<file path="src/rtl/redmule_pkg.sv">
// Shared types and default sizing for the RedMulE memory-port arbiter.
// The owner tag records which initiator each outstanding downstream transaction belongs to.
package redmule_pkg;

  typedef enum logic {
    OWNER_CORE = 1'b0,
    OWNER_ACC  = 1'b1
  } owner_e;

  localparam int unsigned MaxOutstandingDef = 4;
  localparam int unsigned StarveLimitDef    = 8;

endpackage

</file>
<file path="src/rtl/redmule_owner_fifo.sv">
// One-bit-wide FIFO of owner tags for in-flight downstream transactions.
// Push beyond full and pop from empty are ignored; count is registered.
module redmule_owner_fifo
  import redmule_pkg::*;
#(
  parameter int unsigned Depth = MaxOutstandingDef
) (
  input  logic                         clk_i,
  input  logic                         rst_ni,
  input  logic                         push_i,
  input  owner_e                       data_i,
  input  logic                         pop_i,
  output owner_e                       data_o,
  output logic                         full_o,
  output logic                         empty_o,
  output logic [$clog2(Depth+1)-1:0]   count_o
);

  localparam int unsigned PtrWidth   = $clog2(Depth);
  localparam int unsigned CountWidth = $clog2(Depth + 1);

  logic [PtrWidth-1:0]   wr_ptr_q, wr_ptr_d;
  logic [PtrWidth-1:0]   rd_ptr_q, rd_ptr_d;
  logic [CountWidth-1:0] count_q, count_d;
  logic [Depth-1:0]      mem_q, mem_d;
  logic                  push_ok, pop_ok;

  assign full_o  = (count_q == CountWidth'(Depth));
  assign empty_o = (count_q == '0);
  assign count_o = count_q;
  assign data_o  = owner_e'(mem_q[rd_ptr_q]);

  assign push_ok = push_i & ~full_o;
  assign pop_ok  = pop_i & ~empty_o;

  always_comb begin
    // NOTE: every signal written here gets a default first, so no latch can be inferred.
    wr_ptr_d = wr_ptr_q;
    rd_ptr_d = rd_ptr_q;
    count_d  = count_q;
    mem_d    = mem_q;
    if (push_ok) begin
      mem_d[wr_ptr_q] = data_i;
      wr_ptr_d        = wr_ptr_q + PtrWidth'(1);
    end
    if (pop_ok) begin
      rd_ptr_d = rd_ptr_q + PtrWidth'(1);
    end
    unique case ({push_ok, pop_ok})
      2'b10:   count_d = count_q + CountWidth'(1);
      2'b01:   count_d = count_q - CountWidth'(1);
      default: count_d = count_q;
    endcase
  end

  // NOTE: sequential state uses non-blocking assignments so every flop samples pre-edge values.
  always_ff @(posedge clk_i or negedge rst_ni) begin
    if (!rst_ni) begin
      wr_ptr_q <= '0;
      rd_ptr_q <= '0;
      count_q  <= '0;
    end else begin
      wr_ptr_q <= wr_ptr_d;
      rd_ptr_q <= rd_ptr_d;
      count_q  <= count_d;
    end
  end

  // NOTE: storage is deliberately not reset; the pointers and count alone decide which entries are valid.
  always_ff @(posedge clk_i) begin
    mem_q <= mem_d;
  end

endmodule

</file>
<file path="src/rtl/redmule_mem_arbiter.sv">
// Shares one req/gnt/rvalid memory port between the core and the RedMulE narrow port.
// Accelerator has fixed priority; a starvation counter forces the core through after StarveLimit losses.
module redmule_mem_arbiter
  import redmule_pkg::*;
#(
  parameter int unsigned AddrWidth      = 32,
  parameter int unsigned DataWidth      = 32,
  parameter int unsigned MaxOutstanding = MaxOutstandingDef,
  parameter int unsigned StarveLimit    = StarveLimitDef
) (
  input  logic                                  clk_i,
  input  logic                                  rst_ni,
  input  logic                                  core_req_i,
  input  logic                                  core_we_i,
  input  logic [DataWidth/8-1:0]                core_be_i,
  input  logic [AddrWidth-1:0]                  core_addr_i,
  input  logic [DataWidth-1:0]                  core_wdata_i,
  output logic                                  core_gnt_o,
  output logic                                  core_rvalid_o,
  output logic [DataWidth-1:0]                  core_rdata_o,
  input  logic                                  acc_req_i,
  input  logic                                  acc_we_i,
  input  logic [DataWidth/8-1:0]                acc_be_i,
  input  logic [AddrWidth-1:0]                  acc_addr_i,
  input  logic [DataWidth-1:0]                  acc_wdata_i,
  output logic                                  acc_gnt_o,
  output logic                                  acc_rvalid_o,
  output logic [DataWidth-1:0]                  acc_rdata_o,
  output logic                                  mem_req_o,
  output logic                                  mem_we_o,
  output logic [DataWidth/8-1:0]                mem_be_o,
  output logic [AddrWidth-1:0]                  mem_addr_o,
  output logic [DataWidth-1:0]                  mem_wdata_o,
  input  logic                                  mem_gnt_i,
  input  logic                                  mem_rvalid_i,
  input  logic [DataWidth-1:0]                  mem_rdata_i,
  output logic [$clog2(MaxOutstanding+1)-1:0]   outstanding_o,
  output logic                                  err_o
);

  localparam int unsigned StarveWidth = $clog2(StarveLimit + 1);
  localparam logic [StarveWidth-1:0] StarveMax = StarveWidth'(StarveLimit);

  owner_e                 winner, fifo_head, lock_owner_q, lock_owner_d;
  logic                   win_valid, handshake, resp_valid, forced_core;
  logic                   fifo_full, fifo_empty;
  logic                   lock_valid_q, lock_valid_d;
  logic                   err_q, err_d;
  logic [StarveWidth-1:0] starve_cnt_q, starve_cnt_d;

  assign forced_core = (starve_cnt_q == StarveMax) & core_req_i;

  // A pending ungranted request keeps its owner so the downstream request stays stable.
  always_comb begin
    winner    = OWNER_CORE;
    win_valid = 1'b0;
    if (!fifo_full) begin
      if (lock_valid_q) begin
        winner    = lock_owner_q;
        win_valid = (lock_owner_q == OWNER_ACC) ? acc_req_i : core_req_i;
      end else if (acc_req_i && !forced_core) begin
        winner    = OWNER_ACC;
        win_valid = 1'b1;
      end else if (core_req_i) begin
        winner    = OWNER_CORE;
        win_valid = 1'b1;
      end
    end
  end

  always_comb begin
    mem_req_o   = win_valid;
    mem_we_o    = 1'b0;
    mem_be_o    = '0;
    mem_addr_o  = '0;
    mem_wdata_o = '0;
    if (win_valid) begin
      if (winner == OWNER_ACC) begin
        mem_we_o    = acc_we_i;
        mem_be_o    = acc_be_i;
        mem_addr_o  = acc_addr_i;
        mem_wdata_o = acc_wdata_i;
      end else begin
        mem_we_o    = core_we_i;
        mem_be_o    = core_be_i;
        mem_addr_o  = core_addr_i;
        mem_wdata_o = core_wdata_i;
      end
    end
  end

  assign handshake  = win_valid & mem_gnt_i;
  assign acc_gnt_o  = handshake & (winner == OWNER_ACC);
  assign core_gnt_o = handshake & (winner == OWNER_CORE);

  // Responses arriving with nothing outstanding are dropped and flagged instead of routed.
  assign resp_valid    = mem_rvalid_i & ~fifo_empty;
  assign acc_rvalid_o  = resp_valid & (fifo_head == OWNER_ACC);
  assign core_rvalid_o = resp_valid & (fifo_head == OWNER_CORE);
  assign acc_rdata_o   = acc_rvalid_o ? mem_rdata_i : '0;
  assign core_rdata_o  = core_rvalid_o ? mem_rdata_i : '0;
  assign err_o         = err_q;

  always_comb begin
    lock_valid_d = win_valid & ~mem_gnt_i;
    lock_owner_d = winner;
    err_d        = err_q | (mem_rvalid_i & fifo_empty);
    starve_cnt_d = starve_cnt_q;
    if (!core_req_i || core_gnt_o) begin
      starve_cnt_d = '0;
    end else if (win_valid && (winner == OWNER_ACC) && (starve_cnt_q != StarveMax)) begin
      starve_cnt_d = starve_cnt_q + StarveWidth'(1);
    end
  end

  always_ff @(posedge clk_i or negedge rst_ni) begin
    if (!rst_ni) begin
      lock_valid_q <= 1'b0;
      lock_owner_q <= OWNER_CORE;
      starve_cnt_q <= '0;
      err_q        <= 1'b0;
    end else begin
      lock_valid_q <= lock_valid_d;
      lock_owner_q <= lock_owner_d;
      starve_cnt_q <= starve_cnt_d;
      err_q        <= err_d;
    end
  end

  redmule_owner_fifo #(
    .Depth(MaxOutstanding)
  ) i_owner_fifo (
    .clk_i  (clk_i),
    .rst_ni (rst_ni),
    .push_i (handshake),
    .data_i (winner),
    .pop_i  (mem_rvalid_i),
    .data_o (fifo_head),
    .full_o (fifo_full),
    .empty_o(fifo_empty),
    .count_o(outstanding_o)
  );

endmodule

</file>
<file path="config.mk">
export PLATFORM = sky130hd
export DESIGN_NAME = redmule_mem_arbiter
export DESIGN_NICKNAME = d
export VERILOG_FILES = /design/src/rtl/redmule_pkg.sv /design/src/rtl/redmule_owner_fifo.sv /design/src/rtl/redmule_mem_arbiter.sv
export SDC_FILE = /design/constraint.sdc
export NUM_CORES = 1
export LEC_CHECK = 0
export ABC_CLOCK_PERIOD_IN_PS = 3080
export BUFFER_PORTS_ARGS = -buffer_cell sky130_fd_sc_hd__clkbuf_2
export CORE_AREA = 2 2 125 127
export DETAILED_ROUTE_END_ITERATION = 12
export DIE_AREA = 0 0 127 129
export PLACE_DENSITY = 0.51
export SLEW_MARGIN = 20
export SYNTH_ARGS = -nofsm -noshare
export SYNTH_HDL_FRONTEND = slang
export SYNTH_SLANG_ARGS = --single-unit
</file>
<file path="constraint.sdc">
create_clock -name clk_i -period 3.08 [get_ports clk_i]
set_input_delay 0.154 -clock clk_i [delete_from_list [all_inputs] [get_ports clk_i]]
set_output_delay 0.154 -clock clk_i [all_outputs]
set_load 0.05 [all_outputs]
</file>
After elaboration in Yosys (flattened, before gate mapping)
Cells that the tools add are included.

word-level totals
  register bits = 18
  bits of input ports = 176
  output and inout bits = 142
  logic and storage cells = 73

operators by class
  $add $sub $neg = 5
  order comparisons = 3
  eq/ne operators = 5
  multiplexer cells = 26
  bitwise logic cells = 16
  reductions and logical operators = 10

operators with widths
  kind                 number
  $mux 32              6
  $mux 4               4
  $mux 1               12
  $and 1x1->1          10
  $lt 2x3->1 const B   2
  $pmux 3 s2           1
  $not 1->1            5
  $add 2x1->2 const B  2
  $add 4x1->4 const B  1
  $bwmux 4             1
  $eq 4x4->1 const B   1
  $logic_and 1x1->1    4
  $ne 4x4->1 const B   1
  $reduce_bool 2->1    2
  $add 3x1->3 const B  1
  $eq 3x3->1 const B   1
  $logic_not 3->1      1
  $sub 3x1->3 const B  1
  $bmux 1 s2           1
  $demux 1 s2          1
  $eq 2x1->1 const B   1
  $eq 2x2->1 const B   1
  $ge 2x1->1 const B   1
  $logic_not 1->1      2
  other kinds (2)      2

Longest topological paths before layout
Gate-level depths: netlist (run 1).

  depth in word-level cells = 11
  mapped depth = 10

Hierarchy
Synthesis (run 1) repeated with hierarchy kept, for this count alone.

unflattened totals
  cells, all modules = 388
  area total of the unflattened synthesis = 2418.6 sq um

by module, submodules not included
  module               instances  cells each  area an instance (sq um)  seq. area each (sq um)
  redmule_mem_arbiter  1          346         1835.5                    175.2
  redmule_owner_fifo   1          42          583.1                     295.3

Least setup slack after synthesis (run 1)
Ideal clock, no wire load.

  kind = reg2out
  from = register i_owner_fifo.count_q[0], in the netlist i_owner_fifo.count_o[0]
  to = output mem_addr_o[22]
  data arrival time = 2424 ps
  path slack = 502 ps
  cell stages (with the launch flop) = 7
  buffers on the path = 2
  cells stage by stage = dfrtp_1 > inv_1 > and3_1 > or3_1 > buf_6 > buf_6 > a21oi_1

on the way
  longest elaborated chain between the ends = 4
  elaborated cells on any way between the ends = 5

RTL lines
  item                    line                       text
  start, declared         redmule_owner_fifo.sv:24   logic [CountWidth-1:0] count_q, count_d;
  start signal, assigned  redmule_owner_fifo.sv:65   count_q <= count_d;
  $eq 3x3->1 *            redmule_owner_fifo.sv:28   assign full_o = (count_q == CountWidth'(Depth));
  $mux 1                  redmule_mem_arbiter.sv:57  if (!fifo_full) begin
  $mux 32                 redmule_mem_arbiter.sv:78  if (winner == OWNER_ACC) begin
  $mux 32 *               redmule_mem_arbiter.sv:77  if (win_valid) begin
  end, declared           redmule_mem_arbiter.sv:32  output logic [AddrWidth-1:0] mem_addr_o,

Mark *: on every way between the ends. The rest lies on a longest branch, timed or not.

Worst setup path after layout (run 1)
  from = register starve_cnt_q[0]
  to = output mem_wdata_o[25]

on the way
  longest elaborated chain between the ends = 9
  elaborated cells on any way between the ends = 12

RTL lines
  item                    line                        text
  start, declared         redmule_mem_arbiter.sv:49   logic [StarveWidth-1:0] starve_cnt_q, starve_cnt_d;
  start signal, assigned  redmule_mem_arbiter.sv:125  starve_cnt_q <= starve_cnt_d;
  $eq 4x4->1 *            redmule_mem_arbiter.sv:51   assign forced_core = (starve_cnt_q == StarveMax) & core_req_i;
  $and 1x1->1 *           redmule_mem_arbiter.sv:51
  $logic_not 1->1 *       redmule_mem_arbiter.sv:61   end else if (acc_req_i && !forced_core) begin
  $logic_and 1x1->1 *     redmule_mem_arbiter.sv:61
  $mux 1                  redmule_mem_arbiter.sv:61
  $mux 1                  redmule_mem_arbiter.sv:58   if (lock_valid_q) begin
  $mux 1                  redmule_mem_arbiter.sv:57
  $mux 32                 redmule_mem_arbiter.sv:78
  $mux 32 *               redmule_mem_arbiter.sv:77
  end, declared           redmule_mem_arbiter.sv:33   output logic [DataWidth-1:0] mem_wdata_o,

Marked as above.

==> impl_results.md, run 1 <==
* Run status: finished, final reports clean
* DR WL met3 at 595 µm
* Crit-path cells: inv_1 > ha_1 > and4b_1 > o21a_2 > buf_12 > nand2_1 > a21oi_1 > clkbuf_2
* First-pass GRT wire length at 16,300 µm
* Total track usage at 0.122
* Non-filler cells, final at 879
* Crit path largest cell delay at 530 ps
* DRT antenna net count at 0
* Placed cell area at roughly 4300 µm²
* Crit path time final at roughly 2700 ps
* Top cells by count, synth: nand2_1, a21oi_1, and3_1, and2_1, a21oi_2
* Pint at 1.43 mW
* Fin. Hold Viols at 0
* FF-to-FF Start: i_owner_fifo.count_o[1]
* Most used DFF post-synth: dfrtp_1
* Clock insertion delay at the later pin of the skew report at 250 ps
* Layout cells sized above 1 at 0.530
* Top Layer Used: met4
* Worst-path clk slew at approximately 50 ps
* Worst path required time at 2930 ps
* Top-area cell type share of the netlist area at 0.211
* Post-layout util at 0.292
* Yosys warning count at 0
* Clock Sink Count at 18
* Min Hold Slack at 123 ps
* DRT iter0 DRCs at 267
* Via count at 3,679
* Count leader, synth: nand2_1
* Placed wire-length estimate at 9360 µm
* Largest net degree at the start of global routing at 39
* Post-CTS sizing at 0
* Root Buffer: clkbuf_16
* Die H at about 130 µm
* DR vias/cell at 4.19
* RSZ-0062 raised after global routing: no
* CORE AREA at 15,000 µm²
* Post-synth EDFFs at 4
* Critical Path End Type: primary output
* Arr. time, crit path at between 2000 and 3000 ps
* Pwr Total at 4.63 mW
* Clock skew at between 2 and 2.5 ps
* Count of buffers from port buffering at 317
* Setup_tns at 0 ps
* Routed len/inst at 13.1 µm
* M1 WL at 4960 µm
* P_sw at between 3 and 4 mW
* Worst Max-Slew Pin Slew at 594 ps
* Residual DRC count at 0
* Layout Area Growth over Synthesis at 72.9%
* Slew Limit Headroom at 0.604
* Post-Syn Instances at between 300 and 400
* Clk buf depth at 2
* Total CTS buffers at 3
* Max Freq at 367 MHz
* Vias in the first global route at 3,079
* Most area-consuming cells after synthesis: nand2_1, dfrtp_1, and3_1
* Worst setup startpoint: starve_cnt_q[0]
* Htree depth at 1
* Starting Density at 0.169
* Buf/Inv on CP at 3
* Post-synth top area cell: nand2_1
* Fin area at 4380 µm²
* Sw Share at 0.691
* Peak supply drop at around 0.39 mV
* MaxCap Viol Count at 0
* CP max-delay cell: o21a_2
* DP Cell Count at 875
* Critical path class: reg -> out
* Syn nets at 576
* Final setup fails at 0
* Die Wd at 127 µm
* # diodes at 0
* GRT overflow at 0
* Synth cell types at 37
* Async set-reset flop share out of synthesis at 0.778
* Leakage at about 2.6 nW
* Pwr per Cell Area at 1060 nW/µm²
* Critical path's top delay family: compound AO/OA/AOI/OAI gates
* HP Start: mem_gnt_i
* Setup ws final at about 350 ps
* Synth Cell Area at 2530 µm²
* Combinational power share at 0.857
* TritonCTS clock tree: yes
* Synth Register Bits at 18
* Clock share of power at 0.056
* Sequential share of the synthesized area at 0.186
* Hold crit path type: in -> reg
* Routed wl met2 at 5830 µm
* Final period util at 0.885
* Mean Syn Cell Area at 6.46 µm²
* Gpl congestion at 0.776
* Ports at 318
* Crit path launch type: flip-flop
* Flop pwr share at 0.087
* Routed WL at between 10,000 and 15,000 µm
* Row count at 45
* Initial antenna violation count at 0
* Pre-antenna DRT Iters at 4
* Die area at between 15,000 and 20,000 µm²
* Final #Nets at 877
* Final max-slew violation count at 0
* Setup WS pre-CTS at between 600 and 700 ps
* Crit Path Max Fanout at 35
==> path summary, 6_finish.rpt <==
| kind | endpoint | slack [ps] | cells after the start |
|---|---|---|---|
| max | mem_wdata_o[25] | 350 | 8 |
| min | lock_valid_q | 120 | 2 |
| max reg2reg | i_owner_fifo.count_o[2] | 770 | 9 |
| min reg2reg | err_o | 470 | 1 |
| max in group asynchronous | i_owner_fifo.wr_ptr_q[1] | 2460 | 2 |
| min in group asynchronous | lock_owner_q | 350 | 2 |
==> placed cells by master (no fill, tap or decap), drive strengths merged, types with 4 or more instances in the layout <==
cell and instances:
dfrtp 14, ha 7, and2 33, nand2 142, and3 38, a21oi 70, clkbuf 320, o21ai 4
xnor2 5, inv 10, nor2 10, edfxtp 4, buf 10
==> per-layer routing <==
layer	global-route usage	up-vias
met5	0	-
met1	0.166	1634
met2	0.212	148
met4	0.0278	0
met3	0.0108	9
li1	-	1888
==> kinds of logic after synthesis <==
logic type | synth area share
muxes | 0.0188
xor gates and xnor gates | 0.0277
and+or+nand+nor | 0.432
adders and majority gates | 0.0425
buffers and inverters | 0.0880
DFF | 0.186
AOI/OAI and AO/OA | 0.205
==> power by group through the flow <==
stage / Clock [mW] / Combinational, mW / Sequential (mW)
5_1_grt: 0.273 / 4.19 / 0.421
6_report: 0.259 / 3.96 / 0.405
3_3_place_gp: 0 / 4.00 / 0.407
3_5_place_dp: 0 / 3.98 / 0.411
4_1_cts: 0.268 / 3.99 / 0.407
2_1_floorplan: 0 / 3.05 / 0.470
==> flip-flops by register name, indices dropped and copies added, names as in the netlist <==
register	flops
i_owner_fifo.mem_q	4
starve_cnt_q	4
i_owner_fifo.count_o	3
i_owner_fifo.rd_ptr_q	2
i_owner_fifo.wr_ptr_q	2
err_o	1
lock_owner_q	1
lock_valid_q	1
==> timing repair <==
item	CTS	global route
buffers inserted	0	0
hold buffers	1	0
hold endpoints to repair	14	0
==> layout make-up <==
type,count,area (µm²)
Sequential cell,18,470
Timing Repair Buffer,328,1710
Inverter,10,37.5
Fill cell,1675,10600
Clock buffer,3,75.1
Tap cell,188,235
Multi-Input combinational cell,332,1850
(Power assumes the default switching activity.)
==> run 2: changes to the inputs <==
--- a/config.mk
+++ b/config.mk
@@ -5,12 +5,12 @@
 export SDC_FILE = /design/constraint.sdc
 export NUM_CORES = 1
 export LEC_CHECK = 0
-export ABC_CLOCK_PERIOD_IN_PS = 3080
+export ABC_CLOCK_PERIOD_IN_PS = 2300
 export BUFFER_PORTS_ARGS = -buffer_cell sky130_fd_sc_hd__clkbuf_2
-export CORE_AREA = 2 2 125 127
+export CORE_AREA = 2 2 123 125
 export DETAILED_ROUTE_END_ITERATION = 12
-export DIE_AREA = 0 0 127 129
-export PLACE_DENSITY = 0.51
+export DIE_AREA = 0 0 125 127
+export PLACE_DENSITY = 0.54
 export SLEW_MARGIN = 20
 export SYNTH_ARGS = -nofsm -noshare
 export SYNTH_HDL_FRONTEND = slang
==> constraint.sdc (replaced) <==
create_clock -name clk_i -period 2.3 [get_ports clk_i]
set_input_delay 0.115 -clock clk_i [delete_from_list [all_inputs] [get_ports clk_i]]
set_output_delay 0.115 -clock clk_i [all_outputs]
set_load 0.05 [all_outputs]
==> impl_results.md, run 2 (synthesized netlist as in run 1, its figures left out) <==
* Run status: finished, final reports clean (unchanged)
* Largest net degree at the start of global routing at 50 (was 39)
* Count of buffers from port buffering at 317 (unchanged)
* Final setup fails at 0 (unchanged)
* Via count at 3,686 (was 3,679)
* Residual DRC count at 0 (unchanged)
* Crit path largest cell delay at 360 ps (was 530 ps)
* Pwr per Cell Area at 1410 nW/µm² (was 1060 nW/µm²)
* Most frequent cells in the layout: clkbuf_2, nand2_1, a21oi_2 (was clkbuf_2, nand2_1, a21oi_1)
* Worst-path clk slew at 50 ps (about the same)
* Critical path class: reg -> out (unchanged)
* Clk buf depth at 2 (unchanged)
* Hold crit path type: in -> reg (unchanged)
* Commonest non-fill, non-tap cell in the layout: clkbuf_2 (unchanged)
* Final max-slew violation count at 0 (unchanged)
* Initial antenna violation count at 0 (unchanged)
* Crit path top cell by count: buf_12
* Root Buffer: clkbuf_16 (unchanged)
* DRT antenna net count at 0 (unchanged)
* Total CTS buffers at 3 (unchanged)
* Starting Density at 0.175 (was 0.169)
* Worst Max-Slew Pin Slew at 461 ps (was 594 ps)
* Clock insertion delay at the later pin of the skew report at 250 ps (about the same)
* Met3 Track Usage GR at 0.0163 (was 0.0108)
* Crit-path cells: inv_1 > ha_1 > and4b_1 > o21ai_4 > buf_4 > buf_12 > nand2_1 > a21oi_1 > buf_12 (was inv_1 > ha_1 > and4b_1 > o21a_2 > buf_12 > nand2_1 > a21oi_1 > clkbuf_2)
* GRT Max-Usage Layer: met2 (unchanged)
* CP max-delay cell: dfrtp_1 (was o21a_2)
* Reg2reg path depth at 8 (was 9)
* CORE AREA at 14,400 µm² (was 15,000 µm²)
* Worst Hold Path EP: err_o (was lock_valid_q)
* MaxCap Viol Count at 0 (unchanged)
* Layout Area Growth over Synthesis at 97.9% (was 72.9%)
* Htree depth at 1 (unchanged)
* Crit path time final at approximately 2200 ps
* Crit Path Max Fanout at 27 (was 35)
* Register-to-register setup slack at 150 ps (was 770 ps)
* Clock Sink Count at 18 (unchanged)
* Placed wire-length estimate at 9320 µm (was 9360 µm)
* # diodes at 0 (unchanged)
* Routed WL at 12,100 µm (was 11,500 µm)
* FILL cells at 1,535 (was 1,675)
* Total track usage at 0.130 (was 0.122)
* Final #Nets at 884 (was 877)
* GRT overflow at 0 (unchanged)
* Critical Path End Type: primary output (unchanged)
* Leakage at 2.78 nW (was 2.61 nW)
* Routed len/inst at 13.7 µm (was 13.1 µm)
* RSZ-0062 raised after global routing: yes (was no)
* Worst r2r dst: i_owner_fifo.count_o[2] (unchanged)
* Worst path required time at 2180 ps (was 2930 ps)
* Row count at 44 (was 45)
* Met2 usage at 0.229 (was 0.212)
* Setup_tns at 0 ps (unchanged)
* DRT iter0 DRCs at 138 (was 267)
* FF-to-FF Start: i_owner_fifo.count_o[1] (unchanged)
* HP Start: mem_rvalid_i (was mem_gnt_i)
* Die Wd at 125 µm (was 127 µm)
* First-pass GRT wire length at 17,100 µm (was 16,300 µm)
* Final period util at 0.968
* Ports at 318 (unchanged)
* Vias in the first global route at 3,193 (was 3,079)
* Met1 Use GR at 0.170 (was 0.166)
* Max Freq at 449 MHz
* Die H at 127 µm (was 129 µm)
* Peak supply drop at 0.554 mV (was 0.387 mV)
* TritonCTS clock tree: yes (unchanged)
* Slew Limit Headroom at 0.693 (was 0.604)
* Gpl congestion at 0.790 (was 0.776)
* Setup WS pre-CTS at 172 ps (was 605 ps)
* Clock skew at 2.22 ps (was 2.31 ps)
* Arr. time, crit path at 2110 ps (was 2570 ps)
* Die area at 15,900 µm² (was 16,400 µm²)
* Setup ws final at 73.7 ps (was 354 ps)
* Layout cells sized above 1 at 0.568 (was 0.530)
* DR vias/cell at 4.17 (was 4.19)
* Fin. Hold Viols at 0 (unchanged)
* Pre-antenna DRT Iters at 4 (unchanged)
* Hold Path Depth at 2 (unchanged)
* Crit path launch type: flip-flop (unchanged)
==> run 2: cell type report <==
| type | count | area (µm²) | share of cell area |
|---|---|---|---|
| Sequential cell | 18 | 474 | 0.0947 |
| Clock buffer | 4 | 88.8 | 0.0177 |
| Timing Repair Buffer | 335 | 2240 | 0.448 |
| Tap cell | 184 | 230 | 0.0460 |
| Inverter | 10 | 37.5 | 0.00749 |
| Multi-Input combinational cell | 332 | 1940 | 0.387 |
==> run 2: repair_timing <==
| item | CTS | global route |
|---|---|---|
| gates resized for setup | 0 | 125 |
| buffers inserted | 0 | 3 |
| endpoints found under the setup margin | 0 | 63 |
| hold buffers | 1 | 0 |
| endpoints found under the hold margin | 14 | 0 |
==> run 2: metal layers <==
metal | vias up | routed length [µm] | part of all wire
li1 | 1897 | - | -
met1 | 1632 | 4930 | 0.41
met2 | 151 | 6350 | 0.53
met3 | 6 | 731 | 0.060
met4 | 0 | 89 | 0.0074
met5 | - | 0 | 0
==> run 2: through the flow <==
step                cells  utilization  area (µm²)  hold slack (ps)  total power [mW]
global route          883        0.347        5010             93.9              7.45
finish                883        0.347        5010             88.4              7.05
floorplan             392            -        2590             -181              4.78
detailed placement    871        0.321        4630             42.8              6.36
global placement      871        0.321        4630             50.7              6.37
CTS                   876        0.328        4730             89.8              6.77
==> run 2: critical path, delay by kind of cell, from the launching register on <==
| family | cells | cell delay, ps |
|---|---|---|
| AOI/OAI and AO/OA | 2 | 420 |
| adders and majority gates | 1 | 210 |
| buffers and inverters | 4 | 560 |
| DFF | 1 | 360 |
| and+or+nand+nor | 2 | 300 |
==> run 2: how the worst max path moves through the flow <==
stage                         endpoint  slack (ps)  cells after the start               startpoint
2_1_floorplan           mem_addr_o[22]         -70                      6  i_owner_fifo.count_o[0]
3_3_place_gp   i_owner_fifo.count_o[2]         210                      8  i_owner_fifo.count_o[1]
3_5_place_dp   i_owner_fifo.count_o[2]         170                      8  i_owner_fifo.count_o[1]
4_1_cts                 mem_addr_o[30]          20                      8          starve_cnt_q[0]
5_1_grt                 mem_addr_o[28]         -70                      9          starve_cnt_q[0]
6_report                mem_wdata_o[8]          70                      9          starve_cnt_q[0]
==> run 2: power breakdown <==
group | internal, mW | switching (mW)
sequential | 0.447 | 0.101
clock | 0.265 | 0.124
combinational | 1.89 | 4.22
